--- src/rtl/dsp_simd_mult_rr_arbiter.sv ---
// dsp_simd_mult_rr_arbiter
// Round-robin front end that shares one 10x9 DSP multiplier lane between N_REQ
// requesters. Operands are issued at most once per cycle, each issue is tagged
// with its requester id, and the id follows the product through the DSP latency.
// Optional issue counter on busy_cnt_o is built only when DSP_ARB_PERF_EN is defined.
module dsp_simd_mult_rr_arbiter #(
    parameter int N_REQ       = 4,
    parameter int DSP_LATENCY = 1,
    parameter int ID_W        = (N_REQ > 1) ? $clog2(N_REQ) : 1
) (
    input  logic                  clock_i,
    input  logic                  reset_i,
    input  logic [N_REQ-1:0]      req_valid_i,
    output logic [N_REQ-1:0]      req_ready_o,
    input  logic [N_REQ*10-1:0]   req_a_i,
    input  logic [N_REQ*9-1:0]    req_b_i,
    input  logic [N_REQ-1:0]      req_unsigned_a_i,
    input  logic [N_REQ-1:0]      req_unsigned_b_i,
    output logic [9:0]            dsp_a_o,
    output logic [8:0]            dsp_b_o,
    output logic                  dsp_unsigned_a_o,
    output logic                  dsp_unsigned_b_o,
    input  logic [18:0]           dsp_z_i,
    output logic                  res_valid_o,
    output logic [ID_W-1:0]       res_id_o,
    output logic [18:0]           res_z_o,
    output logic [15:0]           busy_cnt_o
);

    logic [ID_W-1:0] ptr_q, ptr_d;
    logic [ID_W-1:0] grantId;
    logic            grantFound;
    logic            transfer;

    logic [9:0]      selA;
    logic [8:0]      selB;
    logic            selUa, selUb;

    logic [9:0]      dspA_q, dspA_d;
    logic [8:0]      dspB_q, dspB_d;
    logic            dspUa_q, dspUa_d;
    logic            dspUb_q, dspUb_d;

    logic [DSP_LATENCY:0] tagValid_q;
    logic [ID_W-1:0]      tagId_q [DSP_LATENCY+1];

    // Pick the first valid requester at or after the pointer, wrapping to the lowest valid one
    always_comb begin
        logic            anyHi;
        logic [ID_W-1:0] hiId;
        logic [ID_W-1:0] loId;
        anyHi      = 1'b0;
        hiId       = '0;
        loId       = '0;
        grantFound = 1'b0;
        for (int i = N_REQ - 1; i >= 0; i--) begin
            if (req_valid_i[i]) begin
                grantFound = 1'b1;
                loId       = ID_W'(i);
                if (i >= int'(ptr_q)) begin
                    anyHi = 1'b1;
                    hiId  = ID_W'(i);
                end
            end
        end
        grantId  = anyHi ? hiId : loId;
        transfer = grantFound && !reset_i;
    end

    // One-hot ready toward the granted requester; a lone requester is always ready out of reset
    always_comb begin
        req_ready_o = '0;
        if (N_REQ == 1) begin
            req_ready_o[0] = !reset_i;
        end else begin
            for (int i = 0; i < N_REQ; i++) begin
                if (transfer && (grantId == ID_W'(i))) begin
                    req_ready_o[i] = 1'b1;
                end
            end
        end
    end

    // Steer the granted requester's operands and signedness flags toward the DSP
    always_comb begin
        selA  = '0;
        selB  = '0;
        selUa = 1'b0;
        selUb = 1'b0;
        for (int i = 0; i < N_REQ; i++) begin
            if (grantId == ID_W'(i)) begin
                selA  = req_a_i[i*10 +: 10];
                selB  = req_b_i[i*9 +: 9];
                selUa = req_unsigned_a_i[i];
                selUb = req_unsigned_b_i[i];
            end
        end
    end

    // Next pointer and DSP input values; everything holds when nothing is transferred
    always_comb begin
        ptr_d   = ptr_q;
        dspA_d  = dspA_q;
        dspB_d  = dspB_q;
        dspUa_d = dspUa_q;
        dspUb_d = dspUb_q;
        if (transfer) begin
            ptr_d   = (grantId == ID_W'(N_REQ - 1)) ? '0 : grantId + ID_W'(1);
            dspA_d  = selA;
            dspB_d  = selB;
            dspUa_d = selUa;
            dspUb_d = selUb;
        end
    end

    // Pointer, DSP input registers and the {valid,id} tag shift register tracking the DSP latency
    always_ff @(posedge clock_i) begin
        if (reset_i) begin
            ptr_q      <= '0;
            dspA_q     <= '0;
            dspB_q     <= '0;
            dspUa_q    <= 1'b0;
            dspUb_q    <= 1'b0;
            tagValid_q <= '0;
            for (int s = 0; s <= DSP_LATENCY; s++) begin
                tagId_q[s] <= '0;
            end
        end else begin
            ptr_q         <= ptr_d;
            dspA_q        <= dspA_d;
            dspB_q        <= dspB_d;
            dspUa_q       <= dspUa_d;
            dspUb_q       <= dspUb_d;
            tagValid_q[0] <= transfer;
            tagId_q[0]    <= grantId;
            for (int s = 1; s <= DSP_LATENCY; s++) begin
                tagValid_q[s] <= tagValid_q[s-1];
                tagId_q[s]    <= tagId_q[s-1];
            end
        end
    end

    assign dsp_a_o          = dspA_q;
    assign dsp_b_o          = dspB_q;
    assign dsp_unsigned_a_o = dspUa_q;
    assign dsp_unsigned_b_o = dspUb_q;
    assign res_valid_o      = tagValid_q[DSP_LATENCY];
    assign res_id_o         = tagId_q[DSP_LATENCY];
    assign res_z_o          = dsp_z_i;

`ifdef DSP_ARB_PERF_EN
    logic [15:0] busyCnt_q, busyCnt_d;

    // Saturating count of issued operand pairs
    always_comb begin
        busyCnt_d = busyCnt_q;
        if (transfer && (busyCnt_q != 16'hFFFF)) begin
            busyCnt_d = busyCnt_q + 16'd1;
        end
    end

    // Issue counter register
    always_ff @(posedge clock_i) begin
        if (reset_i) begin
            busyCnt_q <= '0;
        end else begin
            busyCnt_q <= busyCnt_d;
        end
    end

    assign busy_cnt_o = busyCnt_q;
`else
    assign busy_cnt_o = 16'd0;
`endif

endmodule

--- config.mk ---
export PLATFORM = sky130hd
export DESIGN_NAME = dsp_simd_mult_rr_arbiter
export DESIGN_NICKNAME = d
export VERILOG_FILES = /design/src/rtl/dsp_simd_mult_rr_arbiter.sv
export SDC_FILE = /design/constraint.sdc
export NUM_CORES = 1
export LEC_CHECK = 0
export BUFFER_PORTS_ARGS = -buffer_cell sky130_fd_sc_hd__buf_4
export CAP_MARGIN = 20
export CORE_ASPECT_RATIO = 1.1
export CORE_UTILIZATION = 42
export CTS_CLUSTER_DIAMETER = 80
export CTS_CLUSTER_SIZE = 10
export DETAILED_ROUTE_END_ITERATION = 6
export GPL_ROUTABILITY_DRIVEN = 0
export PLACE_DENSITY = 0.86
export SKIP_CTS_REPAIR_TIMING = 1
export SLEW_MARGIN = 5
export SYNTH_ARGS = -nofsm -noshare
export SYNTH_HDL_FRONTEND = slang
export SYNTH_SLANG_ARGS = --single-unit
export TNS_END_PERCENT = 10
--- constraint.sdc ---
create_clock -name clock_i -period 4.4 [get_ports clock_i]
set_input_delay 0.44 -clock clock_i [delete_from_list [all_inputs] [get_ports clock_i]]
set_output_delay 0.44 -clock clock_i [all_outputs]
set_load 0.005 [all_outputs]
==> results.sh <==
export IMPL_finalCritPeriodShare_pct=65.8
export IMPL_coreArea_sq_um=4720
export IMPL_path_cells="mux2i_1, nor2_1, or3_1, ha_1, and3_1, buf_4"
export IMPL_cp_slowest_cell="ha_1"
export IMPL_vias=2271
export IMPL_multi_input_area_sq_um=1090
export IMPL_synth_top_area_cell="dfxtp_1"
export IMPL_critPathArrivalTime_ps=2460
export IMPL_cp_top_family="simple AND/OR/NAND/NOR gates"
export IMPL_yosys_warnings=0
export IMPL_rows=26
export IMPL_status="finished, final reports clean"
export IMPL_grt_max_degree=43
export IMPL_cts_tree="yes"
export IMPL_setup_viol=0
export IMPL_grt_ovfl_total=0
export IMPL_drive_gt1_share_pct=36.4
export IMPL_hpwlAfterDp_um=4270
export IMPL_rsz0062_at_grt="false"
export IMPL_holdWs_ps=395
export IMPL_async_reset_ff_share_pct=0
export IMPL_area_growth_synth_to_final_pct=37.0
export IMPL_tightest_slew_ps=910
export IMPL_p_per_area_nw_per_um2=355
export IMPL_layout_nets=469
export IMPL_clk_latency_ps=270
export IMPL_dieArea_sq_um=5250
export IMPL_holdPathEnd="ptr_q[1]"
export IMPL_maxCapViolations=0
export IMPL_fin_total_pwr_mw=1.01
export IMPL_pin_count=172
export IMPL_n_fill_cell=443
export IMPL_ir_worst_vdd_v=0.000219
export IMPL_relSlewSlack_pct=39.3
export IMPL_hold_viol_final=0
export IMPL_worstSetupPathType="reg -> out"
export IMPL_seq_area_sq_um=581
export IMPL_grt_pass1_vias=2196
export IMPL_n_antenna_cell=0
export IMPL_synth_edff_count=0
export IMPL_ys_top_cells_by_count="68 x a21oi_1, 37 x buf_4, 29 x dfxtp_1"
export IMPL_drtIter0Drc=105
export IMPL_cts_root_buffer="clkbuf_8"
export IMPL_endpoint_kind="output pin"
export IMPL_setup_tns_ps=0
export IMPL_critPathMaxFanout=22
export IMPL_clk_pin_slew_ps=60
export IMPL_antenna_found_initial=0
export IMPL_numCtsBuffers=5
export IMPL_start_util_pct=44.2
export IMPL_ys_seq_area_share_pct=27.8
export IMPL_max_stage_delay_ps=520
export IMPL_period_minus_slack_ps=2900
export IMPL_drc_errors=0
export IMPL_fin_worst_skew_ps=6.24
export IMPL_p_leak_nw=1.37
export IMPL_finalNonFillerCells=413
export IMPL_yosys_top_cells_area="dfxtp_1 28%, a21oi_1 16%, buf_4 13%"
export IMPL_die_x_um=69.2
export IMPL_maxSlewViolCount=0
export IMPL_place_inst=405
export IMPL_yosysMostFrequentCell="a21oi_1"
export IMPL_netlist_instances=274
export IMPL_drt_vias_per_instance=5.50
export IMPL_grt_pass1_wl_um=10000
export IMPL_cts_htree_levels=2
export IMPL_drtAntennaViolNets=0
export IMPL_min_path_cells=2
export IMPL_synth_flop_cell="dfxtp_1"
export IMPL_path_buf_inv=1
export IMPL_r2r_start="ptr_q[1]"
export IMPL_die_h_um=75.9
export IMPL_portBuffers=117
export IMPL_syn_avg_cell_area_sq_um=7.61
export IMPL_track_usage_pct=23.0
export IMPL_ys_types=30
export IMPL_drt_total_wl_um=6060
export IMPL_r2r_cells=8
export IMPL_syn_area_sq_um=2090
export IMPL_routedWlPerCell_um=14.7
export IMPL_critPathLaunchType="flip-flop"
export IMPL_netlist_area_leader_share_pct=27.8
export IMPL_hp_start="reset_i"
export IMPL_cts_path_max_buffers=2
export IMPL_fmax_mhz=345
export IMPL_required_ps=3960
export IMPL_synth_seq_cells=29
export IMPL_clkSinkCount=29
export IMPL_r2r_end="dsp_b_o[2]"
export IMPL_hp_class="in -> reg"
export IMPL_dr_pass1_iters=4
export IMPL_r2r_slack_ps=1760
power breakdown:
part,switching (mW),internal (mW)
Clock,0.0968,0.184
Sequential,0.0268,0.307
Combinational,0.183,0.217
layout make-up:
cell class	count	area share [%]
flip-flops and latches	29	20.3
well taps	56	2.45
clock buffers	7	3.02
clock inverters	1	1.05
repair buffers	121	31.8
multi-input cells	176	38.3
inverters	23	3.02
worst max-delay path by stage:
stage	slack (ps)	cells after the start	endpoint	from
5_1_grt	1260	6	req_ready_o[0]	ptr_q[1]
4_1_cts	1480	6	req_ready_o[0]	ptr_q[1]
6_report	1500	6	req_ready_o[0]	ptr_q[1]
2_1_floorplan	2070	8	req_ready_o[3]	ptr_q[1]
3_5_place_dp	1740	7	req_ready_o[0]	req_valid_i[2]
3_3_place_gp	1790	7	req_ready_o[0]	req_valid_i[0]
metrics by stage:
step | utilization, % | worst slack, ps | instance area (sq um)
final | 60.6 | 1500 | 2860
after global routing | 60.6 | 1260 | 2860
after CTS | 60.6 | 1480 | 2860
after detailed placement | 58.1 | 1740 | 2740
after global placement | 58.1 | 1790 | 2740
after floorplan | - | 2070 | 2140
flip-flops by register name, summed over array words and instances (netlist names):
name and flops:
dsp_a_o 10, dsp_b_o 9, tagId_q 4, ptr_q 2
tagValid_q 2, dsp_unsigned_a_o 1, dsp_unsigned_b_o 1
per-layer routing:
layer | routed length [um] | vias up | global-route usage (%)
met3 | 407 | 16 | 6.25
met1 | 2390 | 1073 | 26.6
met4 | 123 | 0 | 9.39
met2 | 3140 | 95 | 39.6
li1 | - | 1087 | -
met5 | 0 | - | 0
cells in the final DEF (no fill, tap or decap), drive strengths merged:
cell type / instances
nor2b: 3
nand2b: 1
nor3: 1
o31a: 1
or4: 1
a21oi: 68
nor2: 3
or3: 1
ha: 4
bufinv: 1
dfxtp: 29
nand2: 3
inv: 23
and3: 4
mux2i: 1
o21ai: 21
nor4: 2
buf: 121
o22a: 1
o221a: 1
o22ai: 1
nand3b: 21
o21a: 1
clkbuf: 7
a221o: 21
conb: 16
kinds of logic after synthesis:
family | Yosys count | synth area share [%]
and+or+nand+nor | 40 | 12.8
other | 1 | 0.180
buffers and inverters | 84 | 22.8
muxes | 1 | 0.480
AOI/OAI and AO/OA | 115 | 33.5
adders and majority gates | 4 | 2.40
DFF | 29 | 27.8
No activity file was read; power rests on OpenSTA's default activity.
